**src/rtl/hazard_scoreboard_if.sv**
```systemverilog
// rtl/hazard_scoreboard_if.sv - issue/writeback/status bundle for hazard_scoreboard
interface hazard_scoreboard_if #(
    parameter int NUM_REGS = 32,
    parameter int ADDR_W   = 5
);
    logic                issue_valid;
    logic [ADDR_W-1:0]   issue_rd;
    logic [ADDR_W-1:0]   issue_rs1;
    logic [ADDR_W-1:0]   issue_rs2;
    logic                issue_use_rs1;
    logic                issue_use_rs2;
    logic                issue_long;
    logic                issue_ready;
    logic                wb_valid;
    logic [ADDR_W-1:0]   wb_rd;
    logic                flush;
    logic [NUM_REGS-1:0] pending_vec;
    logic [ADDR_W:0]     pending_count;
    logic                timeout_err;

    modport master (
        output issue_valid, issue_rd, issue_rs1, issue_rs2,
               issue_use_rs1, issue_use_rs2, issue_long,
               wb_valid, wb_rd, flush,
        input  issue_ready, pending_vec, pending_count, timeout_err
    );

    modport slave (
        input  issue_valid, issue_rd, issue_rs1, issue_rs2,
               issue_use_rs1, issue_use_rs2, issue_long,
               wb_valid, wb_rd, flush,
        output issue_ready, pending_vec, pending_count, timeout_err
    );
endinterface

```
**src/rtl/hazard_scoreboard.sv**
```systemverilog
// rtl/hazard_scoreboard.sv - pending-destination tracker with issue stall and watchdog
module hazard_scoreboard #(
    parameter int NUM_REGS = 32,
    parameter int ADDR_W   = 5,
    parameter int TIMEOUT  = 256
) (
    input  logic               clk,
    input  logic               rst_n,
    hazard_scoreboard_if.slave bus
);
    localparam int WD_W = $clog2(TIMEOUT + 1);
    localparam logic [ADDR_W:0] CNT_ONE = 1;
    localparam logic [WD_W-1:0] WD_ONE  = 1;
    localparam logic [WD_W-1:0] WD_MAX  = WD_W'(TIMEOUT);

    logic [NUM_REGS-1:0] pending_q, pending_d;
    logic [ADDR_W:0]     count_q, count_d;
    logic [WD_W-1:0]     wd_q, wd_d;
    logic                timeout_q, timeout_d;
    logic                ready, fire, set_en, clr_eff;

    // A same-cycle writeback resolves the hazard through the MEM/WB forward path.
    function automatic logic hit(input logic [ADDR_W-1:0] r,
                                 input logic [NUM_REGS-1:0] pend,
                                 input logic wbv,
                                 input logic [ADDR_W-1:0] wbr);
        return (r != '0) && pend[r] && !(wbv && (wbr == r));
    endfunction

    always_comb begin
        ready = !bus.flush
             && !(bus.issue_use_rs1 && hit(bus.issue_rs1, pending_q, bus.wb_valid, bus.wb_rd))
             && !(bus.issue_use_rs2 && hit(bus.issue_rs2, pending_q, bus.wb_valid, bus.wb_rd))
             && !(bus.issue_long    && hit(bus.issue_rd,  pending_q, bus.wb_valid, bus.wb_rd));
    end

    always_comb begin
        fire      = bus.issue_valid && ready;
        set_en    = fire && bus.issue_long && (bus.issue_rd != '0);
        // A clear only counts when the bit actually drops; set wins on a shared register.
        clr_eff   = bus.wb_valid && (bus.wb_rd != '0) && pending_q[bus.wb_rd]
                 && !(set_en && (bus.issue_rd == bus.wb_rd));
        pending_d = pending_q;
        count_d   = count_q;
        if (bus.flush) begin
            pending_d = '0;
            count_d   = '0;
        end else begin
            if (clr_eff) begin
                pending_d[bus.wb_rd] = 1'b0;
                count_d              = count_d - CNT_ONE;
            end
            if (set_en) begin
                if (!pending_q[bus.issue_rd]) begin
                    count_d = count_d + CNT_ONE;
                end
                pending_d[bus.issue_rd] = 1'b1;
            end
        end

        wd_d = wd_q;
        if (bus.flush || clr_eff || (count_q == '0)) begin
            wd_d = '0;
        end else if (wd_q != WD_MAX) begin
            wd_d = wd_q + WD_ONE;
        end
        timeout_d = timeout_q || (wd_d == WD_MAX);
    end

    always_ff @(posedge clk or negedge rst_n) begin
        if (!rst_n) begin
            pending_q <= '0;
            count_q   <= '0;
            wd_q      <= '0;
            timeout_q <= 1'b0;
        end else begin
            pending_q <= pending_d;
            count_q   <= count_d;
            wd_q      <= wd_d;
            timeout_q <= timeout_d;
        end
    end

    assign bus.issue_ready   = ready;
    assign bus.pending_vec   = pending_q;
    assign bus.pending_count = count_q;
    assign bus.timeout_err   = timeout_q;
endmodule

```
**src/flat_wrapper.sv**
```systemverilog
// flat-port wrapper written by rule: the top's interface ports become plain ports
module hazard_scoreboard_flat 
#(
    parameter int NUM_REGS = 32,
    parameter int ADDR_W   = 5,
    parameter int TIMEOUT  = 256
)
  (clk, rst_n, bus_issue_valid, bus_issue_rd, bus_issue_rs1, bus_issue_rs2, bus_issue_use_rs1, bus_issue_use_rs2, bus_issue_long, bus_wb_valid, bus_wb_rd, bus_flush, bus_issue_ready, bus_pending_vec, bus_pending_count, bus_timeout_err);
  hazard_scoreboard_if #(.NUM_REGS(NUM_REGS), .ADDR_W(ADDR_W)) bus_i ();
  input  logic clk;
  input  logic rst_n;
  input wire logic [$bits(bus_i.issue_valid)-1:0] bus_issue_valid;
  input wire logic [$bits(bus_i.issue_rd)-1:0] bus_issue_rd;
  input wire logic [$bits(bus_i.issue_rs1)-1:0] bus_issue_rs1;
  input wire logic [$bits(bus_i.issue_rs2)-1:0] bus_issue_rs2;
  input wire logic [$bits(bus_i.issue_use_rs1)-1:0] bus_issue_use_rs1;
  input wire logic [$bits(bus_i.issue_use_rs2)-1:0] bus_issue_use_rs2;
  input wire logic [$bits(bus_i.issue_long)-1:0] bus_issue_long;
  input wire logic [$bits(bus_i.wb_valid)-1:0] bus_wb_valid;
  input wire logic [$bits(bus_i.wb_rd)-1:0] bus_wb_rd;
  input wire logic [$bits(bus_i.flush)-1:0] bus_flush;
  output wire logic [$bits(bus_i.issue_ready)-1:0] bus_issue_ready;
  output wire logic [$bits(bus_i.pending_vec)-1:0] bus_pending_vec;
  output wire logic [$bits(bus_i.pending_count)-1:0] bus_pending_count;
  output wire logic [$bits(bus_i.timeout_err)-1:0] bus_timeout_err;
  assign bus_i.issue_valid = bus_issue_valid;
  assign bus_i.issue_rd = bus_issue_rd;
  assign bus_i.issue_rs1 = bus_issue_rs1;
  assign bus_i.issue_rs2 = bus_issue_rs2;
  assign bus_i.issue_use_rs1 = bus_issue_use_rs1;
  assign bus_i.issue_use_rs2 = bus_issue_use_rs2;
  assign bus_i.issue_long = bus_issue_long;
  assign bus_i.wb_valid = bus_wb_valid;
  assign bus_i.wb_rd = bus_wb_rd;
  assign bus_i.flush = bus_flush;
  assign bus_issue_ready = bus_i.issue_ready;
  assign bus_pending_vec = bus_i.pending_vec;
  assign bus_pending_count = bus_i.pending_count;
  assign bus_timeout_err = bus_i.timeout_err;
  hazard_scoreboard #(.NUM_REGS(NUM_REGS), .ADDR_W(ADDR_W), .TIMEOUT(TIMEOUT)) u_core (.clk(clk), .rst_n(rst_n), .bus(bus_i));
endmodule
```
**config.mk**
```make
export PLATFORM = sky130hd
export DESIGN_NAME = hazard_scoreboard_flat
export DESIGN_NICKNAME = d
export VERILOG_FILES = /design/src/rtl/hazard_scoreboard_if.sv /design/src/rtl/hazard_scoreboard.sv /design/src/flat_wrapper.sv
export SDC_FILE = /design/constraint.sdc
export NUM_CORES = 1
export LEC_CHECK = 0
export ABC_AREA = 1
export CAP_MARGIN = 20
export CORE_ASPECT_RATIO = 0.6
export CORE_MARGIN = 1.5
export CORE_UTILIZATION = 30
export DETAILED_ROUTE_END_ITERATION = 6
export DONT_BUFFER_PORTS = 1
export PLACE_DENSITY = 0.52
export RECOVER_POWER = 25
export SLEW_MARGIN = 15
export SYNTH_ARGS = -nofsm -noshare
export SYNTH_HDL_FRONTEND = slang
export SYNTH_SLANG_ARGS = --single-unit
```
**constraint.sdc**
```tcl
create_clock -name clk -period 3.9 [get_ports clk]
set_input_delay 0.78 -clock clk [delete_from_list [all_inputs] [get_ports clk]]
set_output_delay 0.78 -clock clk [all_outputs]
set_load 0.1 [all_outputs]
```
==> key figures, run 1 <==
Route
  • DR WL met2: roughly 6.5 mm
  • WL/cell: roughly 18 um
  • Wirelength, routed: 16.6 mm
  • First drt pass iteration count: 5
  • Vias: between 5000 and 6000
  • Routed wl met3: roughly 2.0 mm
  • Initial DRC Count: between 500 and 600
  • Post-route ant nets: 0
  • # DRC: 0
  • Met1 wire length: ~7.9 mm
  • DR top layer: met4
  • Vias per cell: 5.33

Global routing
  • First-pass GRT wire length: 25.6 mm
  • Number of global-route vias before repair: 4594
  • GRT overflow: 0
  • Gr usage total: 22.4%
  • Largest net degree at the start of global routing: 49
  • Initial antenna violation count: 0

Floorplan
  • Io pins: 68
  • Die H: between 90 and 100 um
  • Rows: 33
  • Core area: 13900 um^2
  • Effective utilization at floorplan: 31.2%
  • Die Width: approximately 160 um
  • Die area: 15200 um^2

Timing
  • Fin worst setup slack: between 0.7 and 0.8 ns
  • Final setup fails: 0
  • Max transition margin: 31.3%
  • RSZ-0062 raised after global routing: no
  • Final period demand of the worst path: between 3 and 4 ns
  • Max Clk Rate: 317 MHz
  • Layout Skew: about 0.009 ns
  • Period utilisation layout: slightly above 80%
  • Slew of the pin with the lowest slew margin: around 1 ns
  • Hold WS: about 0.17 ns
  • Pins Over Slew Limit: 0
  • Setup TNS: 0 ns
  • Final hold vios: 0

Pwr
  • Cell internal pwr: a little under 900 uW
  • Leakage: 0.00238 uW
  • Power Dens Cells: approximately 250 nW/um^2
  • VDD IR-drop max: 0.000146 V
  • Clock power frac: about 43%
  • Sw frac: 26.9%
  • Register share of total power: 41.6%
  • Comb pwr share: approximately 16%
  • Net Sw Power: between 300 and 400 uW
  • Total Power: 1230 uW

CTS
  • Post-CTS setup buffer count: 0
  • CTS buffer count: 5
  • CTS tree: done
  • Hold Buf Count CTS: 0
  • Clk sink count: 48
  • H-tree levels: 2
  • Clk_lat worst skew: just under 0.3 ns
  • Clock Tree Root: clkbuf_16
  • PostCTS Resize Cnt: 0
  • Clk pin slew, worst setup/hold paths: approximately 0.070 ns
  • Maximum clock path buffer count: 2

Place
  • IO buf count: 0
  • Post-Place Worst Slack: ~0.56 ns
  • GP Congestion: approximately 0.92
  • Hpwl dp: 12.9 mm
  • Placed Cells: between 900 and 1000

Synth
  • Ys async rst share: 100%
  • Number of library cell types mapped by synthesis: 36
  • Average size of a mapped cell: 5.95 um^2
  • Post-synthesis sequential area ratio: 27.7%
  • Net count after synthesis: 761
  • Ys Warns: 0
  • Synth Cell Area: between 4000 and 5000 um^2
  • Post-synth EDFFs: 0
  • Yosys reg bits: 48
  • Dominant synthesized flop cell: dfrtp_1
  • Post-Synthesis Cells: roughly 730

Layout
  • Layout cells sized above 1: between 10 and 15%
  • P&R area growth vs syn: 13.5%
  • Fin cells: roughly 940
  • Final nets: just under 800
  • Ant diodes: 0

Worst setup path
  • Required @ worst endpoint: 4.12 ns
  • Crit-path max FO: 14
  • Startpoint types: input pin
  • Worst R2R Setup Slack: 1.03 ns
  • Reg2reg path depth: 19
  • CP endpoint kind: register
  • Crit Path Class: in -> reg
  • FF-to-FF End: u_core.bus.timeout_err
  • Reg-to-Reg Start: u_core.bus.pending_vec[29]
  • Crit path DAT: between 3 and 4 ns

Min path
  • Worst min-delay path category: in -> async

Flow run
  • Max cap viols: 0

Run status
  • Status: finished, final reports clean
==> critical path: stages <==
cell and delay [ns]:
inv_1 0.05, nor2_2 0.56, nand2_1 0.10, o21ai_0 0.11, o21ai_1 0.16, nand4_1 0.18
o21ai_1 0.14, nor2_4 0.19, nand2_4 0.11, nand2_1 0.07, nand2_1 0.09, inv_1 0.09
ha_1 0.16, inv_1 0.05, nor3_1 0.31, nand2_1 0.08, a21oi_1 0.15
==> cell usage in the layout (no fill, tap or decap), drive strengths merged, types with 10 or more instances in the layout <==
cell   Yosys  layout
inv       97      97
a21oi     43      43
o21ai     59      59
nor3      24      24
buf       25      46
dfrtp     48      48
xor2      10      10
nand3     64      64
nor2      42      42
o22ai     12      12
nand2    269     269
==> worst max-delay path by stage <==
stage               slack, ns             start                          end
floorplan                0.76  bus_issue_rs2[0]              bus_issue_ready
global placement         0.56      bus_wb_rd[1]  u_core.bus.pending_count[4]
detailed placement       0.56      bus_wb_rd[1]  u_core.bus.pending_count[4]
CTS                      0.84      bus_wb_rd[1]  u_core.bus.pending_count[4]
global route             0.48      bus_wb_rd[1]  u_core.bus.pending_count[4]
finish                   0.74      bus_wb_rd[1]  u_core.bus.pending_count[4]
==> cells by family after synthesis <==
group	after synthesis	synth area share, %
flops	48	27.7
buf+inv	127	12.7
xor+xnor	12	2.42
compound gates	120	14.7
fa+ha+maj	5	1.44
simple gates	416	41.1
==> cells in the mapped netlist (2+ instances only) <==
library cell	number	area [um^2]
clkbuf_1	4	15.0
buf_6	5	56.3
inv_2	11	41.3
a31oi_1	2	12.5
inv_1	85	319
buf_4	3	22.5
buf_2	16	80.1
nand3_1	63	315
nand2_4	3	33.8
nor4_1	8	50.1
nor3_2	2	20.0
o21ai_1	5	25.0
nor2_4	2	22.5
ha_1	5	62.6
dfrtp_1	48	1200
nor2_2	5	31.3
xnor2_1	2	17.5
nor3_1	22	110
nor2_1	35	131
nand4_1	8	50.1
o22ai_1	12	75.1
a21oi_1	42	210
o21ai_0	53	265
nand2_1	266	998
xor2_1	10	87.6
==> final cells by class <==
class	instances	area, um^2
inverter	97	367
tap	192	240
multi-input combinational	553	2580
clock inverter	1	30.0
timing repair buffer	46	345
clock buffer	7	153
sequential	48	1200
fill	1546	8950
==> per-layer routing <==
layer / vias to the layer above / global-route usage [%]
met5: - / 0
met4: 0 / 3.58
met3: 28 / 5.99
met2: 275 / 31.9
met1: 2343 / 33.7
li1: 2384 / -
==> flip-flops by register name, summed over array words and instances (netlist names) <==
signal / count
u_core.bus.pending_vec: 32
u_core.wd_q: 9
u_core.bus.pending_count: 6
u_core.bus.timeout_err: 1
==> through the flow <==
stage,utilization [%],instance area [um^2]
2_1_floorplan,-,4330
3_3_place_gp,34.1,4740
3_5_place_dp,34.1,4740
4_1_cts,35.5,4920
5_1_grt,35.5,4920
6_report,35.5,4920
==> power by group through the flow <==
stage / logic (uW) / clock network, uW / registers (uW)
after floorplan: 156 / 0 / 530
after global placement: 184 / 0 / 519
after detailed placement: 187 / 0 / 519
after CTS: 188 / 542 / 509
after global routing: 210 / 559 / 510
final: 191 / 524 / 510
Note: power is estimated with default switching activity, not from simulation.
==> run 2: changes to the inputs <==
clock period = 3 ns   (was 3.9 ns; I/O delays follow)
==> run 2 against run 1 <==
Compared with the run above: sequential power rose by 28%; highest routed layer unchanged; clock power increased by 23%; power rose by 29%; clock-buffer cell count is 2 lower; largest cell class unchanged; the flow now finishes with violations (capacitance limit, slew limit); final area is 4.3% higher; critical path type is now reg -> reg; utilization grew 1.5 points; first-iteration DRC count grew 3.5%.
==> key figures, run 2 (same netlist as run 1, synthesis figures left out) <==
Timing
  • Final hold vios: 0 (unchanged)
  • Max Clk Rate: 368 MHz
  • Slew of the pin with the lowest slew margin: 2.28 ns (was 1.03 ns)
  • Period utilisation layout: roughly nine tenths
  • Max transition margin: -52.3% (was 31.3%)
  • Hold WS: 0.366 ns (was 0.175 ns)
  • Pins Over Slew Limit: 39 (was 0)
  • RSZ-0062 raised after global routing: no (unchanged)
  • Layout Skew: 0.00785 ns (was 0.00895 ns)
  • Final setup fails: 0 (unchanged)
  • Final period demand of the worst path: 2.72 ns

Global routing
  • Initial antenna violation count: 0 (unchanged)
  • GRT overflow: 0 (unchanged)
  • Gr usage total: 22.3% (was 22.4%)
  • Number of global-route vias before repair: 4709 (was 4594)
  • First-pass GRT wire length: 25.6 mm (about the same)
  • Largest net degree at the start of global routing: 39 (was 49)

Floorplan
  • Core area: 13900 um^2 (unchanged)
  • Die H: 96.1 um (unchanged)
  • Die area: 15200 um^2 (unchanged)
  • Rows: 33 (unchanged)
  • Effective utilization at floorplan: 31.2% (unchanged)
  • Die Width: 158 um (unchanged)
  • Io pins: 68 (unchanged)

Worst setup path
  • Reg-to-Reg Start: u_core.bus.pending_vec[28] (was u_core.bus.pending_vec[29])
  • Crit path DAT: 2.94 ns (was 3.38 ns)
  • Startpoint types: register (was input pin)
  • Required @ worst endpoint: 3.22 ns (was 4.12 ns)
  • Crit-path max FO: 5 (was 14)
  • Slowest stage cell, crit path: dfrtp_1 (was nor2_2)
  • Critical path cell sequence: buf_4 > inv_1 > o22ai_1 > o21ai_0 > nand4_1 > o21ai_1 > nor2_4 > nand3_1 > nand2_1 > inv_1 > ha_1 > inv_1 > nor3_1 > nand2_1 > a21oi_1 (was inv_1 > nor2_2 > nand2_1 > o21ai_0 > o21ai_1 > nand4_1 > o21ai_1 > nor2_4 > nand2_4 > nand2_1 > nand2_1 > inv_1 > ha_1 > inv_1 > nor3_1 > nand2_1 > a21oi_1)
  • Reg2reg path depth: 15 (was 19)
  • Number of buffers and inverters on the critical path: 4 (was 3)
  • Worst R2R Setup Slack: 0.28 ns (was 1.03 ns)
  • CP max stage delay: 0.42 ns (was 0.56 ns)
  • CP top delay family: compound AO/OA/AOI/OAI gates (was simple AND/OR/NAND/NOR gates)
  • Crit Path Class: reg -> reg (was in -> reg)
  • FF-to-FF End: u_core.bus.pending_count[4] (was u_core.bus.timeout_err)
  • CP dominant cell by count: inv_1 (was nand2_1)
  • CP endpoint kind: register (unchanged)

Pwr
  • VDD IR-drop max: 0.000229 V (was 0.000146 V)
  • Net Sw Power: 453 uW (was 330 uW)
  • Leakage: 0.00252 uW (was 0.00238 uW)
  • Clock power frac: 40.6% (was 42.8%)
  • Cell internal pwr: 1130 uW (was 895 uW)
  • Sw frac: 28.7% (was 26.9%)
  • Comb pwr share: 17.9% (was 15.6%)
  • Register share of total power: 41.4% (was 41.6%)
  • Power Dens Cells: 308 nW/um^2 (was 249 nW/um^2)
  • Total Power: 1580 uW (was 1230 uW)

Run status
  • Failing checks: capacitance limit, slew limit
  • Status: complete, but fails checks (was finished, final reports clean)

Route
  • Vias per cell: 5.28 (was 5.33)
  • Post-route ant nets: 0 (unchanged)
  • # DRC: 0 (unchanged)
  • First drt pass iteration count: 7 (was 5)
  • Initial DRC Count: 591 (was 571)
  • Wirelength, routed: 16.5 mm (was 16.6 mm)
  • WL/cell: 17.0 um (was 17.5 um)
  • Vias: 5131 (was 5030)

CTS
  • CTS buffer count: 5 (unchanged)
  • Clk_lat worst skew: 0.29 ns (about the same)
  • Maximum clock path buffer count: 2 (unchanged)
  • H-tree levels: 2 (unchanged)
  • Clk sink count: 48 (unchanged)
  • CTS tree: done (unchanged)
  • Clock Tree Root: clkbuf_16 (unchanged)
  • Clk pin slew, worst setup/hold paths: 0.07 ns (about the same)

Place
  • GP Congestion: 0.894 (was 0.918)
  • DP Area: 4940 um^2 (was 4740 um^2)
  • IO buf count: 0 (unchanged)
  • Hpwl dp: 12.8 mm (was 12.9 mm)

Layout
  • P&R area growth vs syn: 18.4% (was 13.5%)
  • Most common cell after layout, fill and taps aside: nand2_1 (unchanged)
  • Ant diodes: 0 (unchanged)
  • Final Cell Area: 5130 um^2 (was 4920 um^2)
  • Most frequent cells in the layout: nand2_1, inv_1, buf_4 (was nand2_1, inv_1, nand3_1)
  • Layout cells sized above 1: 13.6% (was 10.8%)
  • Max FFs per register: 32 (unchanged)
  • Final nets: 812 (was 784)
  • Fillers: 1504 (was 1546)

Flow run
  • Max cap viols: 1 (was 0)

Min path
  • Worst hold path startpoint: bus_flush
  • Hold depth: 1
  • Worst min-delay path category: in -> reg (was in -> async)
  • Hold EP: u_core.bus.pending_vec[1]
## run 2: changes by cell type in the layout (fill, tap and decap cells not counted), sizes merged
cell,previous run,this run
buf,46,71
clkbuf,7,6
clkinv,0,1
clkinvlp,0,1
dlygate4sd3,0,2
## run 2: power groups by stage
stage	combinational, uW	sequential [uW]	clock [uW]
6_report	284	655	642
5_1_grt	311	655	683
4_1_cts	281	655	658
3_5_place_dp	260	667	0
3_3_place_gp	259	667	0
2_1_floorplan	203	688	0
## run 2: worst max path at each step
stage / start / endpoint / slack [ns] / cells after the start
finish: u_core.bus.pending_vec[28] / u_core.bus.pending_count[4] / 0.28 / 15
global route: bus_issue_rs2[1] / u_core.bus.pending_count[4] / 0.01 / 23
CTS: bus_wb_rd[1] / u_core.bus.pending_count[4] / 0.29 / 17
detailed placement: bus_wb_rd[1] / u_core.bus.pending_count[4] / -0.01 / 17
global placement: bus_wb_rd[1] / u_core.bus.pending_count[4] / 0.11 / 18
floorplan: u_core.bus.pending_vec[8] / u_core.bus.pending_count[4] / 0.18 / 22
## run 2: routing by layer
metal | GRT usage [%] | vias to the layer above | share of wire (%)
met5 | 0 | - | 0
met4 | 3.82 | 0 | 0.96
met3 | 7.92 | 22 | 14
met2 | 31.3 | 313 | 39
met1 | 32.7 | 2346 | 46
li1 | - | 2450 | -
## run 2: cell type report
cell class / count / area (um^2) / share of cell area, %
Clock buffer: 5 / 125 / 2.44
Clock inverter: 3 / 42.5 / 0.829
Inverter: 97 / 367 / 7.14
Multi-Input combinational cell: 553 / 2590 / 50.4
Sequential cell: 48 / 1200 / 23.4
Tap cell: 192 / 240 / 4.68
Timing Repair Buffer: 74 / 569 / 11.1
## run 2: worst reg2reg max path, cell delays in order, from the launching register on
cell and delay [ns]:
dfrtp_1 0.42, buf_4 0.16, inv_1 0.08, o22ai_1 0.08, o21ai_0 0.32, nand4_1 0.16
o21ai_1 0.31, nor2_4 0.10, nand3_1 0.10, nand2_1 0.09, inv_1 0.07, ha_1 0.16
inv_1 0.05, nor3_1 0.30, nand2_1 0.09, a21oi_1 0.15
## run 2: timing repair
| action | in CTS | in global routing |
|---|---|---|
| resized for setup | 0 | 1 |
| endpoints found under the hold margin | 38 | 0 |
| buffers inserted | 0 | 0 |
| hold buffers | 3 | 0 |
| endpoints found under the setup margin | 0 | 1 |
## run 2: per-stage QoR
step           TNS, ns  util [%]  setup WS (ns)  instances
2_1_floorplan        0         -          0.176        728
3_3_place_gp         0      35.6          0.109        961
3_5_place_dp   -0.0115      35.6        -0.0115        961
4_1_cts              0      37.1          0.288        972
5_1_grt              0      37.0         0.0105        972
6_report             0      37.0          0.280        972
==> run 3: changes to the inputs <==
CORE_MARGIN = default   (was 1.5)
SKIP_LAST_GASP = 1   (was default)
clock period = 2.72 ns   (was 3 ns; I/O delays follow)
==> run 3 against run 2 <==
Compared with the run above: global-route usage rose by 1.2 points; the flow now finishes without violations; sequential power is 10% higher; via count up 0.41%; wire length is 2.6% higher; hold slack lost 0.066 ns; register-to-register slack worse by 0.14 ns; combinational power rose by 17%; critical path depth decreased by 1; setup slack got worse by 0.17 ns; power rose by 14%; clock-buffer cell count unchanged; clock power rose by 17%.
==> key figures, run 3 (same netlist as run 1, synthesis figures left out) <==
Run status
  • Status: finished, final reports clean (was complete, but fails checks)

Timing
  • Final period demand of the worst path: ~2.6 ns
  • Max transition margin: 14.2% (was -52.3%)
  • Period utilisation layout: roughly 96%
  • Slew of the pin with the lowest slew margin: 1.29 ns (was 2.28 ns)
  • Max Clk Rate: 383 MHz
  • Pins Over Slew Limit: 0 (was 39)
  • Final hold vios: 0 (unchanged)
  • Fin worst setup slack: 0.110 ns (was 0.280 ns)
  • Final setup fails: 0 (unchanged)
  • Layout Skew: 0.00444 ns (was 0.00785 ns)

CTS
  • H-tree levels: 2 (unchanged)
  • Maximum clock path buffer count: 2 (unchanged)
  • Clk pin slew, worst setup/hold paths: 0.07 ns (about the same)
  • CTS buffer count: 5 (unchanged)
  • Clock Tree Root: clkbuf_16 (unchanged)
  • Clk sink count: 48 (unchanged)
  • Clk_lat worst skew: 0.30 ns (was 0.29 ns)
  • CTS tree: done (unchanged)

Route
  • Initial DRC Count: 410 (was 591)
  • Wirelength, routed: 17.0 mm (was 16.5 mm)
  • # DRC: 0 (unchanged)
  • WL/cell: 17.1 um (was 17.0 um)
  • First drt pass iteration count: 5 (was 7)
  • Vias: 5152 (was 5131)
  • Vias per cell: 5.18 (was 5.28)
  • Post-route ant nets: 0 (unchanged)

Pwr
  • Power Dens Cells: 333 nW/um^2 (was 308 nW/um^2)
  • Total Power: 1810 uW (was 1580 uW)
  • VDD IR-drop max: 0.000194 V (was 0.000229 V)
  • Leakage: 0.00260 uW (was 0.00252 uW)

Global routing
  • Number of global-route vias before repair: 4801 (was 4709)
  • Largest net degree at the start of global routing: 49 (was 39)
  • First-pass GRT wire length: 26.5 mm (was 25.6 mm)
  • Gr usage total: 23.5% (was 22.3%)
  • GRT overflow: 0 (unchanged)
  • Initial antenna violation count: 0 (unchanged)

Floorplan
  • Rows: 33 (unchanged)
  • Io pins: 68 (unchanged)
  • Effective utilization at floorplan: 31.2% (unchanged)
  • Die Width: 157 um (was 158 um)
  • Core area: 13900 um^2 (unchanged)
  • Die H: 95.1 um (was 96.1 um)
  • Die area: 14900 um^2 (was 15200 um^2)

Worst setup path
  • Crit path DAT: 2.07 ns (was 2.94 ns)
  • Crit Path Class: reg -> out (was reg -> reg)
  • Crit-path max FO: 3 (was 5)
  • Startpoint types: register (unchanged)
  • Required @ worst endpoint: 2.18 ns (was 3.22 ns)
  • CP endpoint kind: output port (was register)

Layout
  • Final nets: 834 (was 812)
  • Most frequent cells in the layout: nand2_1, buf_4, inv_1 (was nand2_1, inv_1, buf_4)
  • Layout cells sized above 1: 22.1% (was 13.6%)
  • Fin util: 39.1% (was 37.0%)
  • P&R area growth vs syn: 25.0% (was 18.4%)
  • Max FFs per register: 32 (unchanged)
  • Ant diodes: 0 (unchanged)
  • Most common cell after layout, fill and taps aside: nand2_1 (unchanged)

Place
  • IO buf count: 0 (unchanged)
  • Hpwl dp: 12.9 mm (was 12.8 mm)
  • Post-Place Worst Slack: -0.191 ns (was -0.0115 ns)
  • GP Congestion: 0.923 (was 0.894)

Min path
  • Worst min-delay path category: in -> reg (unchanged)

Flow run
  • Max cap viols: 0 (was 1)
run 3: final cells by class:
class                           count  area (um^2)
Timing Repair Buffer               96          759
Inverter                           97          367
Clock buffer                        5          125
Tap cell                          192          240
Multi-Input combinational cell    553         2640
Sequential cell                    48         1240
Fill cell                        1507         8450
Clock inverter                      3         46.3
run 3: worst paths after layout:
check,to,slack [ns],startpoint,cells after the start
hold / removal,u_core.bus.pending_vec[7],0.30,bus_flush,1
min in group asynchronous,u_core.bus.pending_count[2],0.51,rst_n,1
setup reg to reg,u_core.bus.pending_vec[25],0.14,u_core.bus.pending_vec[10],18
setup / recovery,bus_issue_ready,0.11,u_core.bus.pending_vec[10],14
max in group asynchronous,u_core.bus.pending_vec[29],1.33,rst_n,1
hold reg to reg,u_core.bus.pending_vec[15],0.60,u_core.bus.pending_vec[15],2
run 3: critical path, stage by stage (launching register included):
cell     delay (ns)
dfrtp_2        0.42
buf_4          0.15
inv_1          0.08
nand2_1        0.06
nand3_2        0.08
nand3_1        0.09
nand3_1        0.10
nand2_1        0.05
nand2_1        0.05
nand2_1        0.08
nand2_2        0.13
nand3_4        0.10
buf_4          0.15
inv_2          0.06
buf_12         0.16
run 3: stage by stage:
stage               setup TNS [ns]  std cells  hold WS, ns  cell area (um^2)
global placement            -0.577        983        0.251              5170
global route               -0.0316        994        0.281              5420
floorplan                        0        728        0.248              4370
detailed placement          -0.453        983        0.250              5170
CTS                              0        992       0.0976              5370
finish                           0        994        0.301              5420
run 3: per-layer routing:
layer | vias up | routed length (um) | GRT usage [%] | part of all wire [%]
li1 | 2490 | - | - | -
met1 | 2364 | 7930 | 34.7 | 47
met2 | 268 | 6950 | 34.1 | 41
met3 | 30 | 1830 | 5.45 | 11
met4 | 0 | 261 | 5.50 | 1.5
met5 | - | 0 | 0 | 0
run 3: power by group:
group | internal [uW] | leakage, uW | switching (uW)
sequential | 717 | 0.000611 | 4.62
combinational | 107 | 0.00191 | 225
clock | 438 | 0.0000804 | 315
total | 1260 | 0.00260 | 544
run 3: repair_timing:
item,4_1_cts,5_1_grt
buffers inserted,0,2
hold endpoints to repair,48,0
resized for setup,1,17
hold buffers,1,0
setup endpoints to repair,1,31
pin swaps,0,5
